<file path="src/rtl/apb_master_arbiter_pkg.sv">
// Shared definitions for the APB master arbiter.
// - apb_state_e: transfer sequencer states (IDLE -> SETUP -> ACCESS -> IDLE).
// - DEF_*: default parameter values for the arbiter top.
package apb_master_arbiter_pkg;

  typedef enum logic [1:0] {
    ST_IDLE   = 2'd0,
    ST_SETUP  = 2'd1,
    ST_ACCESS = 2'd2
  } apb_state_e;

  localparam int DEF_NUM_REQ = 2;
  localparam int DEF_ADDR_W  = 32;
  localparam int DEF_DATA_W  = 32;
  localparam int DEF_SEL_W   = 3;
  localparam int DEF_TIMEOUT = 16;

endpackage

</file>
<file path="src/rtl/apb_master_arbiter_rr_arbiter.sv">
// Combinational round-robin picker.
// Ports:
//   req_i   - candidate request vector
//   ptr_i   - highest-priority index this round
//   gnt_o   - one-hot winner (0 when no candidate)
//   idx_o   - binary index of the winner
//   valid_o - at least one candidate present
// The first set bit at or after ptr_i wins, wrapping NUM_REQ-1 -> 0.
module apb_master_arbiter_rr_arbiter #(
  parameter int NUM_REQ = 2,
  parameter int IDX_W   = 1
) (
  input  logic [NUM_REQ-1:0] req_i,
  input  logic [IDX_W-1:0]   ptr_i,
  output logic [NUM_REQ-1:0] gnt_o,
  output logic [IDX_W-1:0]   idx_o,
  output logic               valid_o
);

  always_comb begin
    // NOTE: every signal written here gets a value before any branch, so no
    // path leaves it unassigned and no latch is inferred.
    gnt_o   = '0;
    idx_o   = '0;
    valid_o = 1'b0;
    for (int off = 0; off < NUM_REQ; off++) begin
      logic [IDX_W-1:0] cand;
      cand = IDX_W'((int'(ptr_i) + off) % NUM_REQ);
      if (!valid_o && req_i[cand]) begin
        valid_o     = 1'b1;
        gnt_o[cand] = 1'b1;
        idx_o       = cand;
      end
    end
  end

endmodule

</file>
<file path="src/rtl/apb_master_arbiter.sv">
// Shares one APB master port between NUM_REQ requesters.
// Round-robin arbitration per transfer, then a SETUP/ACCESS APB sequence for
// the winner, with PREADY wait states and an abort after TIMEOUT wait cycles.
// Ports:
//   hclk, hresetn                     - clock, async active-low reset
//   req_valid/write/addr/wdata/sel    - flattened per-requester requests
//   req_done, req_err, req_rdata      - completion pulse + status to the owner
//   grant                             - one-hot current owner, 0 when idle
//   psel/penable/pwrite/paddr/pwdata  - APB request side (all registered)
//   prdata/pready/pslverr             - APB response side
// A transfer that sees pready=0 for TIMEOUT consecutive ACCESS cycles is
// completed with req_err=1 on the edge that ends the last of those cycles.
module apb_master_arbiter
  import apb_master_arbiter_pkg::*;
#(
  parameter int NUM_REQ = DEF_NUM_REQ,
  parameter int ADDR_W  = DEF_ADDR_W,
  parameter int DATA_W  = DEF_DATA_W,
  parameter int SEL_W   = DEF_SEL_W,
  parameter int TIMEOUT = DEF_TIMEOUT
) (
  input  logic                      hclk,
  input  logic                      hresetn,
  input  logic [NUM_REQ-1:0]        req_valid,
  input  logic [NUM_REQ-1:0]        req_write,
  input  logic [NUM_REQ*ADDR_W-1:0] req_addr,
  input  logic [NUM_REQ*DATA_W-1:0] req_wdata,
  input  logic [NUM_REQ*SEL_W-1:0]  req_sel,
  output logic [NUM_REQ-1:0]        req_done,
  output logic                      req_err,
  output logic [DATA_W-1:0]         req_rdata,
  output logic [NUM_REQ-1:0]        grant,
  output logic [SEL_W-1:0]          psel,
  output logic                      penable,
  output logic                      pwrite,
  output logic [ADDR_W-1:0]         paddr,
  output logic [DATA_W-1:0]         pwdata,
  input  logic [DATA_W-1:0]         prdata,
  input  logic                      pready,
  input  logic                      pslverr
);

  localparam int IDX_W = (NUM_REQ > 1) ? $clog2(NUM_REQ) : 1;
  localparam int CNT_W = $clog2(TIMEOUT + 1);

  apb_state_e state_q, state_d;
  logic [IDX_W-1:0]   rr_ptr_q, rr_ptr_d;
  logic [IDX_W-1:0]   owner_q, owner_d;
  logic [CNT_W-1:0]   cnt_q, cnt_d;
  logic [NUM_REQ-1:0] grant_q, grant_d;
  logic [SEL_W-1:0]   psel_q, psel_d;
  logic               penable_q, penable_d;
  logic               pwrite_q, pwrite_d;
  logic [ADDR_W-1:0]  paddr_q, paddr_d;
  logic [DATA_W-1:0]  pwdata_q, pwdata_d;
  logic [NUM_REQ-1:0] req_done_q, req_done_d;
  logic               req_err_q, req_err_d;
  logic [DATA_W-1:0]  req_rdata_q, req_rdata_d;

  // Unpacked views of the flattened request buses.
  logic [ADDR_W-1:0] addr_arr  [NUM_REQ];
  logic [DATA_W-1:0] wdata_arr [NUM_REQ];
  logic [SEL_W-1:0]  sel_arr   [NUM_REQ];

  always_comb begin
    for (int i = 0; i < NUM_REQ; i++) begin
      addr_arr[i]  = req_addr[i*ADDR_W +: ADDR_W];
      wdata_arr[i] = req_wdata[i*DATA_W +: DATA_W];
      sel_arr[i]   = req_sel[i*SEL_W +: SEL_W];
    end
  end

  // req_done_q is one-hot on the previous owner during the done cycle, so it
  // doubles as the mask that stops a requester being re-granted before it has
  // had a chance to drop req_valid.
  logic [NUM_REQ-1:0] arb_req, arb_gnt;
  logic [IDX_W-1:0]   arb_idx;
  logic               arb_valid;

  assign arb_req = req_valid & ~req_done_q;

  apb_master_arbiter_rr_arbiter #(
    .NUM_REQ (NUM_REQ),
    .IDX_W   (IDX_W)
  ) u_rr_arbiter (
    .req_i   (arb_req),
    .ptr_i   (rr_ptr_q),
    .gnt_o   (arb_gnt),
    .idx_o   (arb_idx),
    .valid_o (arb_valid)
  );

  always_comb begin
    state_d     = state_q;
    rr_ptr_d    = rr_ptr_q;
    owner_d     = owner_q;
    cnt_d       = cnt_q;
    grant_d     = grant_q;
    psel_d      = psel_q;
    penable_d   = penable_q;
    pwrite_d    = pwrite_q;
    paddr_d     = paddr_q;
    pwdata_d    = pwdata_q;
    req_done_d  = '0;
    req_err_d   = 1'b0;
    req_rdata_d = '0;

    unique case (state_q)
      ST_IDLE: begin
        if (arb_valid) begin
          state_d  = ST_SETUP;
          owner_d  = arb_idx;
          grant_d  = arb_gnt;
          cnt_d    = '0;
          psel_d   = sel_arr[arb_idx];
          pwrite_d = req_write[arb_idx];
          paddr_d  = addr_arr[arb_idx];
          pwdata_d = wdata_arr[arb_idx];
        end
      end
      ST_SETUP: begin
        state_d   = ST_ACCESS;
        penable_d = 1'b1;
      end
      ST_ACCESS: begin
        if (pready || (cnt_q == CNT_W'(TIMEOUT - 1))) begin
          state_d     = ST_IDLE;
          psel_d      = '0;
          penable_d   = 1'b0;
          grant_d     = '0;
          req_done_d  = grant_q;
          req_err_d   = pready ? pslverr : 1'b1;
          req_rdata_d = (pready && !pwrite_q) ? prdata : '0;
          rr_ptr_d    = (owner_q == IDX_W'(NUM_REQ - 1)) ? '0 : owner_q + IDX_W'(1);
        end else begin
          cnt_d = cnt_q + CNT_W'(1);
        end
      end
      default: state_d = ST_IDLE;
    endcase
  end

  always_ff @(posedge hclk or negedge hresetn) begin
    if (!hresetn) begin
      state_q     <= ST_IDLE;
      rr_ptr_q    <= '0;
      owner_q     <= '0;
      cnt_q       <= '0;
      grant_q     <= '0;
      psel_q      <= '0;
      penable_q   <= 1'b0;
      pwrite_q    <= 1'b0;
      paddr_q     <= '0;
      pwdata_q    <= '0;
      req_done_q  <= '0;
      req_err_q   <= 1'b0;
      req_rdata_q <= '0;
    end else begin
      // NOTE: non-blocking assignments so every flop samples the pre-edge
      // value of its inputs regardless of statement order.
      state_q     <= state_d;
      rr_ptr_q    <= rr_ptr_d;
      owner_q     <= owner_d;
      cnt_q       <= cnt_d;
      grant_q     <= grant_d;
      psel_q      <= psel_d;
      penable_q   <= penable_d;
      pwrite_q    <= pwrite_d;
      paddr_q     <= paddr_d;
      pwdata_q    <= pwdata_d;
      req_done_q  <= req_done_d;
      req_err_q   <= req_err_d;
      req_rdata_q <= req_rdata_d;
    end
  end

  assign req_done  = req_done_q;
  assign req_err   = req_err_q;
  assign req_rdata = req_rdata_q;
  assign grant     = grant_q;
  assign psel      = psel_q;
  assign penable   = penable_q;
  assign pwrite    = pwrite_q;
  assign paddr     = paddr_q;
  assign pwdata    = pwdata_q;

endmodule

</file>
<file path="config.mk">
export PLATFORM = sky130hd
export DESIGN_NAME = apb_master_arbiter
export DESIGN_NICKNAME = d
export VERILOG_FILES = /design/src/rtl/apb_master_arbiter_pkg.sv /design/src/rtl/apb_master_arbiter_rr_arbiter.sv /design/src/rtl/apb_master_arbiter.sv
export SDC_FILE = /design/constraint.sdc
export NUM_CORES = 1
export LEC_CHECK = 0
export CORE_UTILIZATION = 30
export DETAILED_ROUTE_END_ITERATION = 6
export DONT_BUFFER_PORTS = 1
export HOLD_SLACK_MARGIN = 0.12
export SLEW_MARGIN = 20
export SYNTH_ARGS = -nofsm -noshare
export SYNTH_HDL_FRONTEND = slang
export SYNTH_SLANG_ARGS = --single-unit
</file>
<file path="constraint.sdc">
create_clock -name hclk -period 2.34 [get_ports hclk]
set_input_delay 0.234 -clock hclk [delete_from_list [all_inputs] [get_ports hclk]]
set_output_delay 0.234 -clock hclk [all_outputs]
set_load 0.02 [all_outputs]
</file>
==> results.json, run 1 <==
{
  "ys_top_cells_by_area": "dfrtp_1, mux2i_1, o21ai_0",
  "error": "[ERROR RSZ-0060] Max buffer count reached.",
  "ys_seq_area_share_pct": 59.6,
  "start_util_pct": 30.6,
  "synth_edf_count": 0,
  "synthCells": 428,
  "port_buffers": 0,
  "haltStage": "clock tree synthesis (4_1_cts)",
  "synth_cell_types": 27,
  "dieWidth_microns": 129,
  "ctsHoldBuffers": 132,
  "yosysTopAreaCell": "dfrtp_1",
  "synth.net_count": 604,
  "placementRows": 46,
  "cts-resized-gates": 0,
  "syn_avg_cell_area_sq_um": 11.3,
  "ys_warn_count": 0,
  "yosys_register_bits": 115,
  "place_inst": 623,
  "syn_area_sq_um": 4830,
  "htree_levels": 4,
  "synth_commonest_cells": "dfrtp_1, nand2_1, mux2i_1",
  "cts-root-buf": "clkbuf_16",
  "gp_congestion": 0.776,
  "dp_hpwl_microns": 7420,
  "postSynth.asyncResetShare_pct": 100,
  "dieHeight_microns": 129,
  "clock_path_buffers": 2,
  "yosysMostFrequentCell": "dfrtp_1",
  "pre_cts_ws_ns": 0.306,
  "ys.flop_type": "dfrtp_1",
  "num_io_pins": 280,
  "synth_top_area_share_pct": 59.6,
  "clkSinkCount": 115,
  "status": "stopped before the end",
  "cts_buffers": 17,
  "cts_setup_buffers": 0
}
[per-stage QoR]
| step | hold slack, ns | utilization (%) | area, sq um |
|---|---|---|---|
| after floorplan | -0.0616 | - | 4830 |
| after global placement | -0.0596 | 31.7 | 4990 |
| after detailed placement | -0.0602 | 31.7 | 4990 |
[cell families after synthesis]
group                      count (synthesis)  synth area share [%]
DFF                                      115                  59.6
adders and majority gates                  2                 0.518
AOI/OAI and AO/OA                         80                  8.58
and+or+nand+nor                          129                  12.7
buffers and inverters                     33                  4.25
muxes                                     69                  14.3
==> run 2: changes to the inputs <==
CORE_UTILIZATION = 20   (was 30)
HOLD_SLACK_MARGIN = default   (was 0.12)
PLACE_DENSITY_LB_ADDON = 0.15   (was default)
==> run 2 against run 1 <==
Compared with the run above: the flow now finishes, with violations (negative hold slack); synthesized cell count did not move; synthesized area unchanged.
==> results.json, run 2 <==
{
  "synth_edf_count": 0,
  "layout_common_cells": "dfrtp_1, nand2_1, mux2i_1, o21ai_0, dlygate4sd3_1",
  "clock_path_buffers": 2,
  "grt_first_pass_wirelength_microns": 17900,
  "ys_seq_area_share_pct": 59.6,
  "grt_pass1_vias": 3261,
  "synth_commonest_cells": "dfrtp_1, nand2_1, mux2i_1",
  "cpMaxStageDelayCell": "dlygate4sd3_1",
  "syn_avg_cell_area_sq_um": 11.3,
  "port_buffers": 0,
  "vias_per_cell": 4.04,
  "cts_setup_buffers": 0,
  "worst-setup-path-type": "reg2reg",
  "htree_levels": 4,
  "ys_top_cells_by_area": "dfrtp_1, mux2i_1, o21ai_0",
  "wl_met3_microns": 1290,
  "violations": "negative hold slack",
  "synthCells": 428,
  "layout_min_cycle_time_ns": 2.25,
  "ant_nets": 0,
  "final-hold-violation-count": 115,
  "dr.pass1.iters": 4,
  "rsz0062_at_grt": "false",
  "ys.flop_type": "dfrtp_1",
  "clkSinkCount": 115,
  "whs_ns": -0.484,
  "cts-root-buf": "clkbuf_16",
  "crit_arrival_ns": 2.52,
  "yosys_register_bits": 115,
  "yosysTopAreaCell": "dfrtp_1",
  "start_util_pct": 20.5,
  "synth_top_area_share_pct": 59.6,
  "cts_buffers": 17,
  "period_share_pct": 96.0,
  "drc_errors": 0,
  "critPathLaunchType": "flop",
  "pre_cts_ws_ns": 0.342,
  "dieWidth_microns": 157,
  "dieHeight_microns": 157,
  "critPathTopFamily": "buffers and inverters",
  "clock_latency_ns": 0.41,
  "drive_gt1_share_pct": 9.01,
  "vias": 3213,
  "drt_iter0_drc": 97,
  "core_area_sq_um": 23500,
  "slew_headroom_pct": 71.9,
  "synth.net_count": 604,
  "postSynth.asyncResetShare_pct": 100,
  "dieArea_sq_um": 24800,
  "ys_warn_count": 0,
  "antenna_found_initial": 1,
  "synth_cell_types": 27,
  "cts_tree": "yes",
  "status": "finished with violations",
  "worst_slew_pin_slew_ns": 0.422,
  "power.density_nw_per_um2": 1370,
  "ir_drop_v": 0.000587,
  "path_clk_slew_ns": 0.06,
  "worstPathMaxFanout": 16,
  "required_ns": 2.62,
  "wire_per_inst_microns": 15.7,
  "yosysMostFrequentCell": "dfrtp_1",
  "setup_violations": 0,
  "overflow": 0,
  "grt.total_usage_pct": 9.86,
  "nets": 640,
  "final_common_cell": "dfrtp_1",
  "drv_slew": 0,
  "setup_slack_ns": 0.0932,
  "drv_cap": 0,
  "hold_class": "in2async",
  "gp_congestion": 0.729,
  "placementRows": 56,
  "wl_met1_microns": 4940,
  "timing.setup.tns_ns": 0,
  "p_leak_nw": 2.93,
  "wl_microns": 12500,
  "fin_skew_ns": 0.00938,
  "grt_max_degree": 116,
  "num_io_pins": 280,
  "highest_layer": "met5",
  "diodes": 0,
  "wl_met2_microns": 6110,
  "dp_hpwl_microns": 8510,
  "fmax_mhz": 445,
  "path_cells": "or3b_4 -> nand2_4 -> buf_6 -> mux2i_1 -> dlygate4sd3_1 -> o21ai_1",
  "critPathCaptureType": "flop",
  "cpPeakStageDelay_ns": 0.57,
  "syn_area_sq_um": 4830,
  "crit_buf_inv": 2,
  "area_growth_pct": 26.3
}
==> run 2: layer usage <==
metal / global-route usage, % / vias up
met5: 0 / -
met4: 3.74 / 2
met3: 5.15 / 8
met2: 16.0 / 182
met1: 10.9 / 1503
li1: - / 1518
==> run 2: through the flow <==
step / utilization, % / total power, W / instances / cell area (sq um) / hold WS [ns]
after floorplan: - / 0.00526 / 428 / 4830 / -0.0616
after global placement: 21.8 / 0.00568 / 728 / 5140 / -0.0577
after detailed placement: 21.8 / 0.00573 / 728 / 5140 / -0.0592
after CTS: 25.8 / 0.00853 / 795 / 6080 / -0.508
after global routing: 25.9 / 0.00890 / 796 / 6100 / -0.520
final: 25.9 / 0.00835 / 796 / 6100 / -0.484
==> run 2: cell families after synthesis <==
logic type | synth area share (%)
simple gates | 12.7
buf+inv | 4.25
mux | 14.3
fa+ha+maj | 0.518
compound gates | 8.58
flops | 59.6
==> run 2: area by class of cell <==
class,count,area [sq um]
Clock buffer,17,425
Clock inverter,15,173
Fill cell,2498,17400
Inverter,6,22.5
Multi-Input combinational cell,280,1750
Sequential cell,115,2880
Tap cell,319,399
Timing Repair Buffer,44,449
==> run 2: where the power goes <==
part	switching, W	internal [W]	leakage [nW]	total, W
logic	0.000948	0.000672	1.17	0.00162
clock network	0.00107	0.00160	0.289	0.00267
registers	0.00136	0.00270	1.47	0.00406
==> run 2: what timing repair did <==
| item | CTS | global route |
|---|---|---|
| hold buffers | 35 | 1 |
| setup endpoints to repair | 0 | 2 |
| hold endpoints to repair | 148 | 116 |
| resized for setup | 0 | 2 |
==> run 2: worst paths after layout <==
kind                                  startpoint                       to  slack, ns  depth (start not counted)
max                        req_done[0]$_DFF_PN0_   pwdata[17]$_DFFE_PN0P_       0.09                          6
min                                      hresetn  req_rdata[31]$_DFF_PN0_      -0.48                          0
max reg2reg                req_done[0]$_DFF_PN0_   pwdata[17]$_DFFE_PN0P_       0.09                          6
min reg2reg                  owner_q$_DFFE_PN0P_     rr_ptr_q$_DFFE_PN0P_       0.48                          1
max in group asynchronous                hresetn    paddr[15]$_DFFE_PN0P_       2.63                          0
min in group hclk                  req_wdata[48]   pwdata[16]$_DFFE_PN0P_       0.02                          2
==> run 2: worst register-to-register path: cells and delay by family (launching register included) <==
family,cells,cell delay (ns)
buf+inv,2,0.82
simple gates,2,0.54
compound gates,1,0.06
flops,1,0.48
mux,1,0.23
Power figures use the tool's default switching activity.
==> run 3: changes to the inputs <==
SKIP_CTS_REPAIR_TIMING = 1   (was default)
==> run 3 against run 2 <==
Compared with the run above: the flow still finishes with violations (negative hold slack); non-clock buffer count is 1 lower; first-iteration DRC count is 5.2% higher; setup slack improved by 0.22 ns; register-to-register slack improved by 0.22 ns; critical path type unchanged.
==> results.json, run 3 (synthesis results as in run 2) <==
{
  "clkSinkCount": 115,
  "hold_class": "in2async",
  "port_buffers": 0,
  "num_io_pins": 280,
  "cts_tree": "yes",
  "vias_per_cell": 4.03,
  "period_share_pct": 86.8,
  "vias": 3205,
  "final-hold-violation-count": 115,
  "layout_common_cells": "dfrtp_1, nand2_1, mux2i_1, o21ai_0, dlygate4sd3_1",
  "worst-setup-path-type": "reg2reg",
  "grt_pass1_vias": 3107,
  "ant_nets": 0,
  "status": "finished with violations",
  "dieWidth_microns": 157,
  "antenna_found_initial": 1,
  "placementRows": 56,
  "critPathLaunchType": "flop",
  "violations": "negative hold slack",
  "dieArea_sq_um": 24800,
  "drv_cap": 0,
  "swShare_pct": 40.4,
  "crit_arrival_ns": 2.36,
  "whs_ns": -0.484,
  "gp_congestion": 0.729,
  "wire_per_inst_microns": 15.5,
  "required_ns": 2.67,
  "fin_skew_ns": 0.00638,
  "grt_max_degree": 116,
  "drv_slew": 0,
  "ff_latch_area_sq_um": 2880,
  "p_total_w": 0.00833,
  "nets": 639,
  "critPathCaptureType": "flop",
  "ir_drop_v": 0.000588,
  "overflow": 0,
  "p_clk_share_pct": 31.9,
  "p_sw_w": 0.00336,
  "fill_cells": 2488,
  "start_util_pct": 20.5,
  "cts-root-buf": "clkbuf_16",
  "dp_hpwl_microns": 8510,
  "drive_gt1_share_pct": 9.03,
  "fmax_mhz": 493,
  "p_int_w": 0.00497,
  "worst_slew_pin_slew_ns": 0.425,
  "htree_levels": 4,
  "post-route-util_pct": 25.8,
  "clock_latency_ns": 0.40,
  "clock_path_buffers": 2,
  "cts_buffers": 17,
  "dr.pass1.iters": 4,
  "grt_first_pass_wirelength_microns": 17400,
  "drc_errors": 0,
  "dieHeight_microns": 157,
  "multi_input_area_sq_um": 1750,
  "p_leak_nw": 2.92,
  "core_area_sq_um": 23500,
  "slew_headroom_pct": 71.7,
  "power.density_nw_per_um2": 1370,
  "layout_min_cycle_time_ns": 2.03,
  "wl_microns": 12300,
  "area_growth_pct": 26.0,
  "pwr-share-seq_pct": 48.7,
  "path_clk_slew_ns": 0.06,
  "worstPathMaxFanout": 9,
  "diodes": 0,
  "grt.total_usage_pct": 9.63,
  "final_common_cell": "dfrtp_1",
  "combPwrFrac_pct": 19.4,
  "drt_iter0_drc": 102,
  "setup_violations": 0,
  "rsz0062_at_grt": "false",
  "timing.setup.tns_ns": 0
}
[run 3: cell count changes in the layout (fill, tap and decap cells not counted), sizes merged]
cell         before  now
dlygate4sd3      36   35
[run 3: worst paths after layout]
check,startpoint,end,slack (ns),cells past startpoint
min reg2reg,owner_q$_DFFE_PN0P_,rr_ptr_q$_DFFE_PN0P_,0.48,1
max in group asynchronous,hresetn,paddr[5]$_DFFE_PN0P_,2.65,0
max,cnt_q[0]$_DFFE_PN0P_,cnt_q[3]$_DFFE_PN0P_,0.31,7
min,hresetn,req_rdata[31]$_DFF_PN0_,-0.48,0
max reg2reg,cnt_q[0]$_DFFE_PN0P_,cnt_q[3]$_DFFE_PN0P_,0.31,7
min in group hclk,req_wdata[48],pwdata[16]$_DFFE_PN0P_,0.02,2
[run 3: final cells by class]
type / instances / share of cell area [%]
Clock buffer: 17 / 6.99
Clock inverter: 15 / 2.84
Inverter: 6 / 0.370
Multi-Input combinational cell: 280 / 28.8
Sequential cell: 115 / 47.3
Tap cell: 319 / 6.56
Timing Repair Buffer: 43 / 7.16
[run 3: layer usage]
metal	global-route usage, %	wire [microns]	vias to the layer above
met5	0	10	-
met4	3.74	135	2
met3	5.18	1340	8
met2	15.2	6110	187
met1	10.8	4740	1494
li1	-	-	1514
[run 3: worst max-delay path, stage by stage, from the launching register on]
cell	delay, ns
dfrtp_1	0.40
ha_1	0.23
and3_1	0.19
ha_1	0.19
nor2_1	0.19
nand2_1	0.22
or3_1	0.39
a21oi_1	0.15
[run 3: power groups by stage]
stage	Sequential [W]	Combinational (W)	Clock (W)
CTS	0.00408	0.00161	0.00278
detailed placement	0.00411	0.00163	0
global placement	0.00412	0.00156	0
finish	0.00406	0.00161	0.00266
global route	0.00416	0.00186	0.00288
floorplan	0.00390	0.00136	0
[run 3: per-stage QoR]
stage          instance area [sq um]  std cells  hold slack [ns]  worst slack [ns]
2_1_floorplan                   4830        428          -0.0616             0.513
3_3_place_gp                    5140        728          -0.0577             0.433
3_5_place_dp                    5140        728          -0.0592             0.342
4_1_cts                         5730        760           -0.508             0.330
5_1_grt                         6080        795           -0.521             0.189
6_report                        6080        795           -0.484             0.310
